===== src/rtl/cnn_layer_accel_weight_config_streamer_if.sv =====
// Upstream weight-word stream: data/valid from the source, ready from the streamer.
interface cnn_layer_accel_weight_config_streamer_if #(
  parameter int C_WEIGHT_WIDTH = 16
);
  logic [C_WEIGHT_WIDTH-1:0] wht_in_data;
  logic                      wht_in_valid;
  logic                      wht_in_ready;

  // Source side (upstream word producer)
  modport master (
    output wht_in_data,
    output wht_in_valid,
    input  wht_in_ready
  );

  // Sink side (the streamer)
  modport slave (
    input  wht_in_data,
    input  wht_in_valid,
    output wht_in_ready
  );
endinterface


===== src/rtl/cnn_layer_accel_weight_config_streamer.sv =====
// Weight configuration streamer: accepts a job, then forwards C_KERNEL_SIZE
// weights per kernel into the weight table, inserting one idle write-mode
// cycle between kernels so the table wraps its count and advances its group.
module cnn_layer_accel_weight_config_streamer #(
  parameter int C_WEIGHT_WIDTH = 16,
  parameter int C_KERNEL_SIZE  = 9,
  parameter int C_KGRP_WIDTH   = 6
) (
  input  logic                      clk,
  input  logic                      rst,
  input  logic                      start_i,
  input  logic [C_KGRP_WIDTH-1:0]   num_kernels_m1_i,
  cnn_layer_accel_weight_config_streamer_if.slave wht_in,
  output logic                      busy_o,
  output logic                      done_o,
  output logic                      job_accept_o,
  output logic                      kernel_config_valid_o,
  output logic [15:0]               kernel_full_count_o,
  output logic                      config_mode_o,
  output logic                      wht_config_wren_o,
  output logic [C_WEIGHT_WIDTH-1:0] wht_config_data_o
);

  localparam int BEAT_W = (C_KERNEL_SIZE > 1) ? $clog2(C_KERNEL_SIZE) : 1;
  localparam logic [BEAT_W-1:0] BEAT_LAST = BEAT_W'(C_KERNEL_SIZE - 1);

  typedef enum logic [2:0] {
    S_IDLE   = 3'd0,
    S_ACCEPT = 3'd1,
    S_CFG    = 3'd2,
    S_STREAM = 3'd3,
    S_GAP    = 3'd4,
    S_TAIL   = 3'd5,
    S_FLUSH  = 3'd6
  } state_t;

  state_t                    state_q, state_d;
  logic [BEAT_W-1:0]         beat_q, beat_d;
  logic [C_KGRP_WIDTH-1:0]   kern_q, kern_d;
  logic [C_KGRP_WIDTH-1:0]   nk_q, nk_d;
  logic                      done_q;
  logic                      wren_q;
  logic [C_WEIGHT_WIDTH-1:0] data_q;

  logic in_ready_s;
  logic accept_s;

  assign in_ready_s = (state_q == S_STREAM);
  assign accept_s   = in_ready_s && wht_in.wht_in_valid;

  // Next-state and counter update logic
  always_comb begin
    state_d = state_q;
    beat_d  = beat_q;
    kern_d  = kern_q;
    nk_d    = nk_q;
    case (state_q)
      S_IDLE: begin
        if (start_i) begin
          state_d = S_ACCEPT;
          nk_d    = num_kernels_m1_i;
        end else begin
          state_d = S_IDLE;
        end
      end
      S_ACCEPT: begin
        beat_d  = '0;
        kern_d  = '0;
        state_d = S_CFG;
      end
      S_CFG: begin
        state_d = S_STREAM;
      end
      S_STREAM: begin
        if (accept_s) begin
          if (beat_q == BEAT_LAST) begin
            beat_d  = '0;
            state_d = S_GAP;
          end else begin
            beat_d  = beat_q + {{(BEAT_W-1){1'b0}}, 1'b1};
          end
        end else begin
          state_d = S_STREAM;
        end
      end
      S_GAP: begin
        // Compare before incrementing: kern_q is the index of the kernel just finished
        kern_d = kern_q + {{(C_KGRP_WIDTH-1){1'b0}}, 1'b1};
        if (kern_q == nk_q) begin
          state_d = S_TAIL;
        end else begin
          state_d = S_STREAM;
        end
      end
      S_TAIL: begin
        state_d = S_FLUSH;
      end
      S_FLUSH: begin
        state_d = S_IDLE;
      end
      default: begin
        state_d = S_IDLE;
      end
    endcase
  end

  // State, counters and registered write/done outputs
  always_ff @(posedge clk or posedge rst) begin
    if (rst) begin
      state_q <= S_IDLE;
      beat_q  <= '0;
      kern_q  <= '0;
      nk_q    <= '0;
      done_q  <= 1'b0;
      wren_q  <= 1'b0;
      data_q  <= '0;
    end else begin
      state_q <= state_d;
      beat_q  <= beat_d;
      kern_q  <= kern_d;
      nk_q    <= nk_d;
      done_q  <= (state_q == S_FLUSH);
      wren_q  <= accept_s;
      data_q  <= accept_s ? wht_in.wht_in_data : data_q;
    end
  end

  // Control outputs decoded purely from the registered state
  always_comb begin
    job_accept_o          = 1'b0;
    kernel_config_valid_o = 1'b0;
    config_mode_o         = 1'b0;
    case (state_q)
      S_ACCEPT: job_accept_o = 1'b1;
      S_CFG: begin
        kernel_config_valid_o = 1'b1;
        config_mode_o         = 1'b1;
      end
      S_STREAM: config_mode_o = 1'b1;
      S_GAP:    config_mode_o = 1'b1;
      S_TAIL:   config_mode_o = 1'b1;
      S_FLUSH:  job_accept_o  = 1'b1;
      default: begin
        job_accept_o          = 1'b0;
        kernel_config_valid_o = 1'b0;
        config_mode_o         = 1'b0;
      end
    endcase
  end

  assign wht_in.wht_in_ready = in_ready_s;
  assign busy_o              = (state_q != S_IDLE);
  assign done_o              = done_q;
  assign kernel_full_count_o = 16'(nk_q);
  assign wht_config_wren_o   = wren_q;
  assign wht_config_data_o   = data_q;

endmodule


===== src/flat_wrapper.sv =====
// flat-port wrapper written by rule: the top's interface ports become plain ports
module cnn_layer_accel_weight_config_streamer_flat 
#(
  parameter int C_WEIGHT_WIDTH = 16,
  parameter int C_KERNEL_SIZE  = 9,
  parameter int C_KGRP_WIDTH   = 6
)
  (clk, rst, start_i, num_kernels_m1_i, busy_o, done_o, job_accept_o, kernel_config_valid_o, kernel_full_count_o, config_mode_o, wht_config_wren_o, wht_config_data_o, wht_in_wht_in_data, wht_in_wht_in_valid, wht_in_wht_in_ready);
  cnn_layer_accel_weight_config_streamer_if #(.C_WEIGHT_WIDTH(C_WEIGHT_WIDTH)) wht_in_i ();
  input  logic clk;
  input  logic rst;
  input  logic start_i;
  input  logic [C_KGRP_WIDTH-1:0] num_kernels_m1_i;
  output logic busy_o;
  output logic done_o;
  output logic job_accept_o;
  output logic kernel_config_valid_o;
  output logic [15:0] kernel_full_count_o;
  output logic config_mode_o;
  output logic wht_config_wren_o;
  output logic [C_WEIGHT_WIDTH-1:0] wht_config_data_o;
  input wire logic [$bits(wht_in_i.wht_in_data)-1:0] wht_in_wht_in_data;
  input wire logic [$bits(wht_in_i.wht_in_valid)-1:0] wht_in_wht_in_valid;
  output wire logic [$bits(wht_in_i.wht_in_ready)-1:0] wht_in_wht_in_ready;
  assign wht_in_i.wht_in_data = wht_in_wht_in_data;
  assign wht_in_i.wht_in_valid = wht_in_wht_in_valid;
  assign wht_in_wht_in_ready = wht_in_i.wht_in_ready;
  cnn_layer_accel_weight_config_streamer #(.C_WEIGHT_WIDTH(C_WEIGHT_WIDTH), .C_KERNEL_SIZE(C_KERNEL_SIZE), .C_KGRP_WIDTH(C_KGRP_WIDTH)) u_core (.clk(clk), .rst(rst), .start_i(start_i), .num_kernels_m1_i(num_kernels_m1_i), .wht_in(wht_in_i), .busy_o(busy_o), .done_o(done_o), .job_accept_o(job_accept_o), .kernel_config_valid_o(kernel_config_valid_o), .kernel_full_count_o(kernel_full_count_o), .config_mode_o(config_mode_o), .wht_config_wren_o(wht_config_wren_o), .wht_config_data_o(wht_config_data_o));
endmodule

===== config.mk =====
export PLATFORM = sky130hd
export DESIGN_NAME = cnn_layer_accel_weight_config_streamer_flat
export DESIGN_NICKNAME = d
export VERILOG_FILES = /design/src/rtl/cnn_layer_accel_weight_config_streamer_if.sv /design/src/rtl/cnn_layer_accel_weight_config_streamer.sv /design/src/flat_wrapper.sv
export SDC_FILE = /design/constraint.sdc
export NUM_CORES = 1
export LEC_CHECK = 0
export ABC_AREA = 1
export CORE_ASPECT_RATIO = 1.4
export CORE_MARGIN = 3
export CORE_UTILIZATION = 44
export CTS_CLUSTER_SIZE = 12
export DETAILED_ROUTE_END_ITERATION = 8
export GPL_TIMING_DRIVEN = 0
export PLACE_DENSITY_LB_ADDON = 0.3
export RECOVER_POWER = 25
export SYNTH_ARGS = -nofsm -noshare
export SYNTH_HDL_FRONTEND = slang
export SYNTH_SLANG_ARGS = --single-unit

===== constraint.sdc =====
create_clock -name clk -period 1.34 [get_ports clk]
set_input_delay 0.134 -clock clk [delete_from_list [all_inputs] [get_ports clk]]
set_output_delay 0.134 -clock clk [all_outputs]
set_load 0.1 [all_outputs]

* Word-level counts from Yosys, hierarchy flattened
Cells that the tools add are included.
** Storage, ports and cells
- Register bits after elaboration :: 37
- Bits of input ports :: 26
- Output and inout port bits :: 39
- Logic and storage cells :: 40
** Operators by class
- Add/subtract/negate cells :: 2
- Eq/ne operators :: 10
- Mux-type cells :: 12
- Reductions and logical operators :: 9
** Operator list (number)
- $pmux W3 S6 :: 1
- $pmux W6 S2 :: 1
- $eq A3 B3 Y1 const B :: 3
- $mux W3 :: 3
- $mux W4 :: 2
- $pmux W4 S2 :: 1
- $add A6 B1 Y6 const B :: 1
- $eq A3 B2 Y1 const B :: 2
- $eq A6 B6 Y1 :: 1
- $add A4 B1 Y4 const B :: 1
- $eq A4 B4 Y1 const B :: 1
- $mux W1 :: 4
- $reduce_and A2 Y1 :: 2
- $reduce_bool A2 Y1 :: 2
- $reduce_or A4 Y1 :: 1
- $eq A3 B1 Y1 const B :: 1
- $logic_not A3 Y1 :: 1
- $ne A3 B3 Y1 const B :: 1
- $reduce_bool A3 Y1 :: 1
- $ne A2 B2 Y1 const B :: 1
- $reduce_or A2 Y1 :: 1
- $logic_and A1 B1 Y1 :: 1

* Depth between registers and ports, before layout
Gate-level depths: netlist of run 1.
- Depth in word-level cells :: 4
- Gate-level depth with buffers :: 9
- Depth with buffers taken out :: 9

* Least setup slack after synthesis of run 1
Ideal clock, no wire load.
- Path type :: register to output
- From :: register u_core.state_q[0]
- To :: output port job_accept_o
- Data arrival time :: 2717 ps
- Required time :: 1206 ps
- Setup slack :: -1511 ps
- Stages on the path, launching flop included :: 4
- Path buffers :: 0
- Cell sequence :: dfrtp_1 > inv_2 > nand2_1 > o21ai_0
** Between the ends
- Cells in the longest elaborated chain, start to end :: 3
** Ends and longest elaborated chain
- start: declaration :: RTL line cnn_layer_accel_weight_config_streamer.sv:37 : state_t state_q, state_d;
- start signal: assignment :: RTL line cnn_layer_accel_weight_config_streamer.sv:118 : state_q <= state_d;
- $eq A3 B1 Y1 / $eq A3 B3 Y1 (equally long branches) :: RTL line cnn_layer_accel_weight_config_streamer.sv:133 : case (state_q)
- $reduce_or A2 Y1 (no source line) (*)
- $mux W1 (*) :: RTL line cnn_layer_accel_weight_config_streamer.sv:133
- end: declaration :: RTL line flat_wrapper.sv:16 : output logic job_accept_o;
Every way passes the cells marked *; elsewhere a longest branch is shown, timed or not.

* Worst setup path in the final report of run 1
- From :: register u_core.state_q[1]
- To :: output port config_mode_o
** Between the ends
- Cells in the longest elaborated chain, start to end :: 3
** Ends and longest elaborated chain
- $eq A3 B2 Y1 / $eq A3 B3 Y1 (equally long branches) :: RTL line cnn_layer_accel_weight_config_streamer.sv:133
- $reduce_or A4 Y1 (no source line) (*)
- $mux W1 (*) :: RTL line cnn_layer_accel_weight_config_streamer.sv:133
- end: declaration :: RTL line flat_wrapper.sv:19 : output logic config_mode_o;
Marked as above.

==> impl_metrics.csv, run 1 <==
group,metric,value,unit
critical_path,ff2ff_path_depth,9,
critical_path,critPathMaxStageDelay,0.47,ns
finish,num-nets-final,339,
placement,dp_hpwl,2910,um
critical_path,r2r_slack,-0.06,ns
grt,overflow,0,
floorplan,initial_utilization,47.5,%
floorplan,ios,65,
critical_path,worstPathCellList,"buf_6, ha_4, buf_12",
routing,drc,0,
grt,grt_pass1_wl,6700,um
finish,layout_common_cells,"nand2_1, dfrtp_1, clkdlybuf4s50_1, buf_2, nand2_2",
timing,setup_ws,-0.124,ns
placement,io_buffers,54,
timing,relSlewSlack,48.5,%
grt,grt_start_max_net_pins,38,
logic_synthesis,synth_area,1810,um^2
routing,ant_nets,0,
logic_synthesis,synth_cells,224,
timing,post-route-min-period,1.46,ns
critical_path,crit_start,"u_core.state_q[1]",
critical_path,start_kind,"register",
logic_synthesis,synth.area.top_cells,"dfrtp_1, nand2_1, buf_4",
routing,vias_per_cell,4.78,
critical_path,cp_max_fo,5,
grt,antenna_found_initial,0,
floorplan,dieWidth,60.2,um
logic_synthesis,synth_area_leader_cell,"dfrtp_1",
critical_path,critPathTopFamily,"flip-flops",
logic_synthesis,yosys_warnings,0,
timing,finalCritPeriodShare,109,%
floorplan,die_y,81.8,um
timing,setup_viol,13,
clock_tree,clk_latency,0.29,ns
timing,tightest_slew,0.772,ns
clock_tree,cts_buffer_depth,2,
grt,grt_pass1_vias,1581,
routing,first_iter_violations,38,
floorplan,core_area,3810,um^2
critical_path,r2r-start,"u_core.state_q[0]",
grt,track_usage,18.3,%
clock_tree,clock-sinks,37,
logic_synthesis,yosysSeqAreaShare,51.2,%
critical_path,path_class,"register to primary output",
critical_path,cp-end-kind,"primary output",
timing,finalMaxSlewViolations,0,
finish,fill_cells,298,
finish,drive_gt1_share,38.1,%
clock_tree,clk_pin_slew_worst_paths,0.08,ns
timing,setup_tns,-0.597,ns
clock_tree,numCtsBuffers,5,
critical_path,critPathRequiredTime,1.21,ns
critical_path,crit_buf_inv,2,
timing,fmax,683,MHz
critical_path,path_depth,3,
placement,gp_congestion,0.840,
clock_tree,cts_tree,"yes",
routing,vias,1681,
finish,num_antenna_cells,0,
routing,finalWirelength,4590,um
outcome,outcome,"finished, violations left",
logic_synthesis,synth-seq-cells,37,
logic_synthesis,synthDistinctLibCells,25,
critical_path,r2r-end,"u_core.beat_q[2]",
floorplan,die_area,4930,um^2
finish,areaGrowthSynthToFinish,56.5,%
timing,finalHoldViolations,0,
clock_tree,root_buffer,"clkbuf_8",
floorplan,row_count,26,
logic_synthesis,syn_avg_cell_area,8.07,um^2
critical_path,cp-endpoint,"config_mode_o",
worst_hold_path,hold_class,"primary input to async pin",
timing,rsz0062_at_grt,"true",
run,max_cap_viol_count,0,
logic_synthesis,synth_top_cell_area_share,51.2,%
finish,mostFrequentLayoutCell,"nand2_1",
finish,ff_latch_area,936,um^2
critical_path,crit_slowest_cell,"dfrtp_2",
clock_tree,cts_max_level,2,
routing,wl_per_cell,13.0,um
timing,fin_skew,0.00866,ns
outcome,violations,"negative setup slack",
critical_path,crit_arrival,1.33,ns
finish,multiInputGateArea,920,um^2
routing,drtPass1Iterations,4,
[synth_stat cells]
cell	number
a22oi_1	1
o21ai_0	5
nand3b_1	1
nand4_1	1
nand2_4	2
inv_1	20
a31oi_1	1
buf_2	2
inv_2	2
buf_4	10
o32ai_1	1
nand2_2	2
o21a_1	1
buf_6	1
nor2_8	1
a21oi_1	11
nor2_1	20
nand2_1	87
o31ai_1	1
nor3_1	4
ha_1	4
inv_4	1
conb_1	1
dfrtp_1	37
nand3_1	7
[kinds of logic after synthesis]
logic type / after synthesis / synth area share, %
flip-flops: 37 / 51.2
AND/OR/NAND/NOR: 125 / 29.1
adder cells (fa/ha/maj): 4 / 2.77
other: 1 / 0.207
AO/OA/AOI/OAI: 21 / 6.51
buffers and inverters: 36 / 10.2
[worst min-delay path by stage]
stage	start	end	slack, ns	cells past startpoint
6_report	rst	u_core.kern_q[3]	0.30	2
4_1_cts	rst	u_core.beat_q[3]	0.33	2
2_1_floorplan	wht_in_wht_in_data[0]	u_core.wht_config_data_o[0]	0.24	2
3_5_place_dp	u_core.wht_config_data_o[10]	u_core.wht_config_data_o[10]	0.46	2
3_3_place_gp	u_core.wht_config_data_o[6]	u_core.wht_config_data_o[6]	0.46	2
5_1_grt	rst	u_core.kern_q[3]	0.38	2
[layer usage]
| metal | routed length, um | vias to the layer above | share of wire [%] | global-route usage, % |
|---|---|---|---|---|
| li1 | - | 848 | - | - |
| met5 | 0 | - | 0 | 0 |
| met4 | 60 | 0 | 1.3 | 6.87 |
| met2 | 2580 | 53 | 56 | 34.0 |
| met1 | 1610 | 773 | 35 | 18.0 |
| met3 | 348 | 7 | 7.6 | 6.45 |
[registers in the layout (all words and copies together) (netlist names)]
register                  count
u_core.wht_config_data_o     16
u_core.state_q                3
u_core.done_o                 1
u_core.kern_q                 6
u_core.nk_q                   6
u_core.beat_q                 4
u_core.wht_config_wren_o      1
[through the flow]
step | hold WS (ns) | instance area [um^2] | util [%] | cells | setup WS (ns)
5_1_grt | 0.381 | 2830 | 74.4 | 352 | -0.162
2_1_floorplan | 0.244 | 1870 | - | 233 | -0.242
3_5_place_dp | 0.465 | 2470 | 64.8 | 329 | -0.865
6_report | 0.300 | 2830 | 74.4 | 352 | -0.124
4_1_cts | 0.328 | 2630 | 69.0 | 342 | -0.167
3_3_place_gp | 0.461 | 2470 | 64.8 | 329 | -0.860
[timing repair]
| item | in CTS | in global routing |
|---|---|---|
| pin swaps | 1 | 9 |
| gates cloned | 0 | 3 |
| setup endpoints to repair | 44 | 47 |
| buffers inserted | 5 | 7 |
| resized for setup | 155 | 62 |
| hold buffers | 0 | 0 |
[layout make-up]
cell class	count	share of cell area, %
Inverter	23	3.58
Sequential cell	37	33.1
Buffer	13	3.89
Clock buffer	6	2.56
Tap cell	42	1.86
Clock inverter	2	0.354
Multi-Input combinational cell	161	32.5
Timing Repair Buffer	68	22.2
Power of run 1 is not shown: default switching activity piles up to over one toggle a cycle in this logic, so the estimate is an artifact.
==> run 2: changes to the inputs <==
Settings changed: SKIP_CTS_REPAIR_TIMING from default to 1.
==> run 2 against run 1 <==
Effect of this change:
- the flow still finishes with violations (negative setup slack)
- critical path depth up 1
- fmax decreased by 2.6%
- cell count shrank 3.4%
- flip-flop and latch count is the same
- clock-buffer cell count did not move
- hold slack got worse by 0.0013 ns
- via count decreased by 4.8%
- global-route usage is 0.58 points lower
- worst setup slack got worse by 0.039 ns
- clock skew increased by 0.00097 ns
- routed wire length decreased by 14%
- critical path type unchanged
==> impl_metrics.csv, run 2 (synthesis gave the netlist of run 1 again) <==
group,metric,value,unit
outcome,outcome,"finished, violations left",
outcome,violations,"negative setup slack",
floorplan,ios,65,
timing,finalCritPeriodShare,112,%
routing,wl_per_cell,11.7,um
timing,relSlewSlack,48.5,%
clock_tree,cts_max_level,2,
routing,finalWirelength,3970,um
timing,finalMaxSlewViolations,0,
timing,setup_viol,17,
finish,largest_reg_flops,16,
grt,track_usage,17.7,%
critical_path,start_kind,"register",
placement,io_buffers,54,
placement,dp_slack,-0.865,ns
clock_tree,cts_buffer_depth,2,
placement,postPlaceCellArea,2470,um^2
grt,grt_pass1_wl,6510,um
critical_path,crit_slowest_cell,"dfrtp_2",
critical_path,crit_buf_inv,2,
finish,final_cell_area,2530,um^2
timing,fin_skew,0.00963,ns
timing,fmax,666,MHz
floorplan,initial_utilization,47.5,%
timing,setup_tns,-0.923,ns
critical_path,path_class,"register to primary output",
grt,grt_pass1_vias,1560,
floorplan,core_area,3810,um^2
timing,rsz0062_at_grt,"true",
clock_tree,clk_pin_slew_worst_paths,0.08,ns
run,max_cap_viol_count,0,
routing,drc,0,
routing,ant_nets,0,
critical_path,critPathMaxStageDelay,0.47,ns
grt,antenna_found_initial,0,
grt,grt_start_max_net_pins,38,
finish,num_antenna_cells,0,
routing,vias,1600,
critical_path,cp_max_fo,6,
critical_path,critPathTopFamily,"flip-flops",
placement,dp_hpwl,2910,um
timing,tightest_slew,0.772,ns
timing,whs,0.299,ns
routing,vias_per_cell,4.71,
finish,mostFrequentLayoutCell,"nand2_1",
floorplan,row_count,26,
critical_path,worstPathCellList,"inv_2, nand2_1, o21ai_2, buf_12",
timing,setup_ws,-0.163,ns
worst_hold_path,hold_class,"primary input to async pin",
timing,finalHoldViolations,0,
placement,gp_congestion,0.840,
clock_tree,root_buffer,"clkbuf_8",
routing,first_iter_violations,38,
finish,layout_common_cells,"nand2_1, dfrtp_1, clkdlybuf4s50_1, clkbuf_2",
finish,num-nets-final,327,
routing,drtPass1Iterations,4,
critical_path,cp-end-kind,"primary output",
finish,areaGrowthSynthToFinish,39.9,%
floorplan,die_y,81.8,um
clock_tree,numCtsBuffers,5,
timing,post-route-min-period,1.50,ns
critical_path,critPathRequiredTime,1.21,ns
critical_path,crit_arrival,1.37,ns
finish,drive_gt1_share,26.2,%
clock_tree,clk_latency,0.30,ns
floorplan,dieWidth,60.2,um
critical_path,r2r_slack,-0.07,ns
grt,overflow,0,
floorplan,die_area,4930,um^2
clock_tree,cts_tree,"yes",
clock_tree,clock-sinks,37,
run 2: metal layers:
layer / vias to the layer above / wire length (um) / track usage [%]
li1: 818 / - / -
met1: 727 / 1460 / 17.7
met3: 9 / 335 / 6.45
met4: 0 / 56 / 6.87
met5: - / 0 / 0
met2: 46 / 2110 / 32.4
run 2: final timing paths:
| kind | end | cells after the start | startpoint |
|---|---|---|---|
| setup / recovery | job_accept_o | 4 | u_core.state_q[0] |
| hold / removal | u_core.kern_q[3] | 2 | rst |
| setup reg to reg | u_core.beat_q[2] | 9 | u_core.state_q[2] |
| hold reg to reg | u_core.wht_config_data_o[8] | 2 | u_core.wht_config_data_o[8] |
| max in group asynchronous | u_core.nk_q[2] | 2 | rst |
| min in group clk | u_core.wht_config_data_o[2] | 3 | wht_in_wht_in_data[2] |
run 2: area by class of cell:
| type | instances | area, um^2 |
|---|---|---|
| timing repair buffer | 57 | 484 |
| buffer | 13 | 103 |
| multi-input combinational | 160 | 778 |
| sequential | 37 | 936 |
| clock buffer | 6 | 72.6 |
| tap | 42 | 52.6 |
| clock inverter | 2 | 10.0 |
| fill | 338 | 1280 |
| inverter | 23 | 93.8 |
run 2: through the flow:
| step | cells | utilization [%] |
|---|---|---|
| 2_1_floorplan | 233 | - |
| 3_3_place_gp | 329 | 64.8 |
| 3_5_place_dp | 329 | 64.8 |
| 4_1_cts | 337 | 67.0 |
| 5_1_grt | 340 | 66.5 |
| 6_report | 340 | 66.5 |
Power of run 2 is left out for the same reason.
==> run 3: changes to the inputs <==
Settings changed: SKIP_LAST_GASP from default to 1.
==> run 3 against run 2 <==
Effect of this change:
- the flow still finishes with violations (negative setup slack)
- final area fell by 0.20%
- via count unchanged
- routed wire length barely moved
- die area unchanged
- sequential share of layout area rose by 0.073 points
- critical endpoint unchanged
- largest cell class unchanged
==> impl_metrics.csv, run 3 (synthesis gave the netlist of run 1 again) <==
group,metric,value,unit
timing,finalCritPeriodShare,112,%
timing,finalHoldViolations,0,
timing,setup_tns,-0.926,ns
finish,num-nets-final,327,
timing,setup_viol,17,
finish,areaGrowthSynthToFinish,39.7,%
timing,whs,0.299,ns
critical_path,crit_start,"u_core.state_q[0]",
clock_tree,cts_tree,"yes",
grt,grt_start_max_net_pins,38,
outcome,violations,"negative setup slack",
critical_path,ff2ff_path_depth,9,
finish,fill_cells,339,
routing,drc,0,
clock_tree,root_buffer,"clkbuf_8",
grt,use_met1,17.7,%
outcome,outcome,"finished, violations left",
routing,finalWirelength,3970,um
placement,postPlaceCellArea,2470,um^2
finish,final_cell_area,2520,um^2
finish,layout_common_cells,"nand2_1, dfrtp_1, clkdlybuf4s50_1, clkbuf_2",
critical_path,cp-endpoint,"job_accept_o",
worst_hold_path,hold_class,"primary input to async pin",
finish,ff_latch_area,936,um^2
timing,post-route-min-period,1.51,ns
grt,grt_use_met2,32.4,%
placement,io_buffers,54,
floorplan,initial_utilization,47.5,%
finish,num_antenna_cells,0,
grt,track_usage,17.7,%
routing,vias_per_cell,4.71,
floorplan,die_y,81.8,um
grt,gr-usage-met3,6.45,%
finish,drive_gt1_share,26.2,%
routing,wl_per_cell,11.7,um
timing,relSlewSlack,48.5,%
critical_path,crit_arrival,1.37,ns
finish,mostFrequentLayoutCell,"nand2_1",
placement,dp_hpwl,2910,um
clock_tree,cts_max_level,2,
critical_path,r2r_slack,-0.07,ns
clock_tree,clock-sinks,37,
critical_path,cp_max_fo,6,
floorplan,row_count,26,
finish,final_core_util,66.3,%
critical_path,r2r-start,"u_core.state_q[2]",
timing,setup_ws,-0.166,ns
floorplan,ios,65,
critical_path,critPathRequiredTime,1.21,ns
floorplan,dieWidth,60.2,um
clock_tree,cts_buffer_depth,2,
timing,fin_skew,0.00963,ns
run,max_cap_viol_count,0,
routing,drtPass1Iterations,4,
grt,gr-max-usage-layer,"met2",
floorplan,die_area,4930,um^2
critical_path,cp-end-kind,"primary output",
routing,ant_nets,0,
finish,multiInputGateArea,778,um^2
timing,tightest_slew,0.772,ns
grt,grt_pass1_wl,6510,um
placement,gp_congestion,0.840,
finish,largest_reg_flops,16,
clock_tree,numCtsBuffers,5,
routing,first_iter_violations,38,
timing,rsz0062_at_grt,"true",
clock_tree,clk_pin_slew_worst_paths,0.08,ns
timing,finalMaxSlewViolations,0,
grt,antenna_found_initial,0,
critical_path,r2r-end,"u_core.beat_q[2]",
floorplan,core_area,3810,um^2
timing,fmax,664,MHz
clock_tree,clk_latency,0.30,ns
critical_path,path_class,"register to primary output",
grt,overflow,0,
critical_path,start_kind,"register",
routing,vias,1600,
grt,grt_pass1_vias,1560,
## run 3: final cells by class
class	instances	area share (%)
flip-flops and latches	37	37.1
multi-input cells	160	30.8
repair buffers	57	19.0
plain buffers	13	4.06
inverters	23	3.72
clock buffers	6	2.87
well taps	42	2.08
clock inverters	2	0.396
## run 3: how the worst min path moves through the flow
stage / to / startpoint
CTS: u_core.beat_q[3] / rst
floorplan: u_core.wht_config_data_o[0] / wht_in_wht_in_data[0]
detailed placement: u_core.wht_config_data_o[10] / u_core.wht_config_data_o[10]
finish: u_core.kern_q[3] / rst
global placement: u_core.wht_config_data_o[6] / u_core.wht_config_data_o[6]
global route: u_core.kern_q[3] / rst
## run 3: per-stage QoR
step	setup slack, ns	cells
2_1_floorplan	-0.242	233
3_3_place_gp	-0.860	329
3_5_place_dp	-0.865	329
4_1_cts	-1.19	337
5_1_grt	-0.239	340
6_report	-0.166	340
## run 3: routing by layer
metal,vias to the layer above,share of wire [%]
li1,818,-
met1,727,37
met2,46,53
met3,9,8.5
met4,0,1.4
met5,-,0
## run 3: critical path, cell delays in order, from the launching register on
cell and delay [ns]:
dfrtp_2 0.47, inv_2 0.13, nand2_1 0.09, o21ai_2 0.17
buf_8 0.22
Power of run 3 is left out for the same reason.
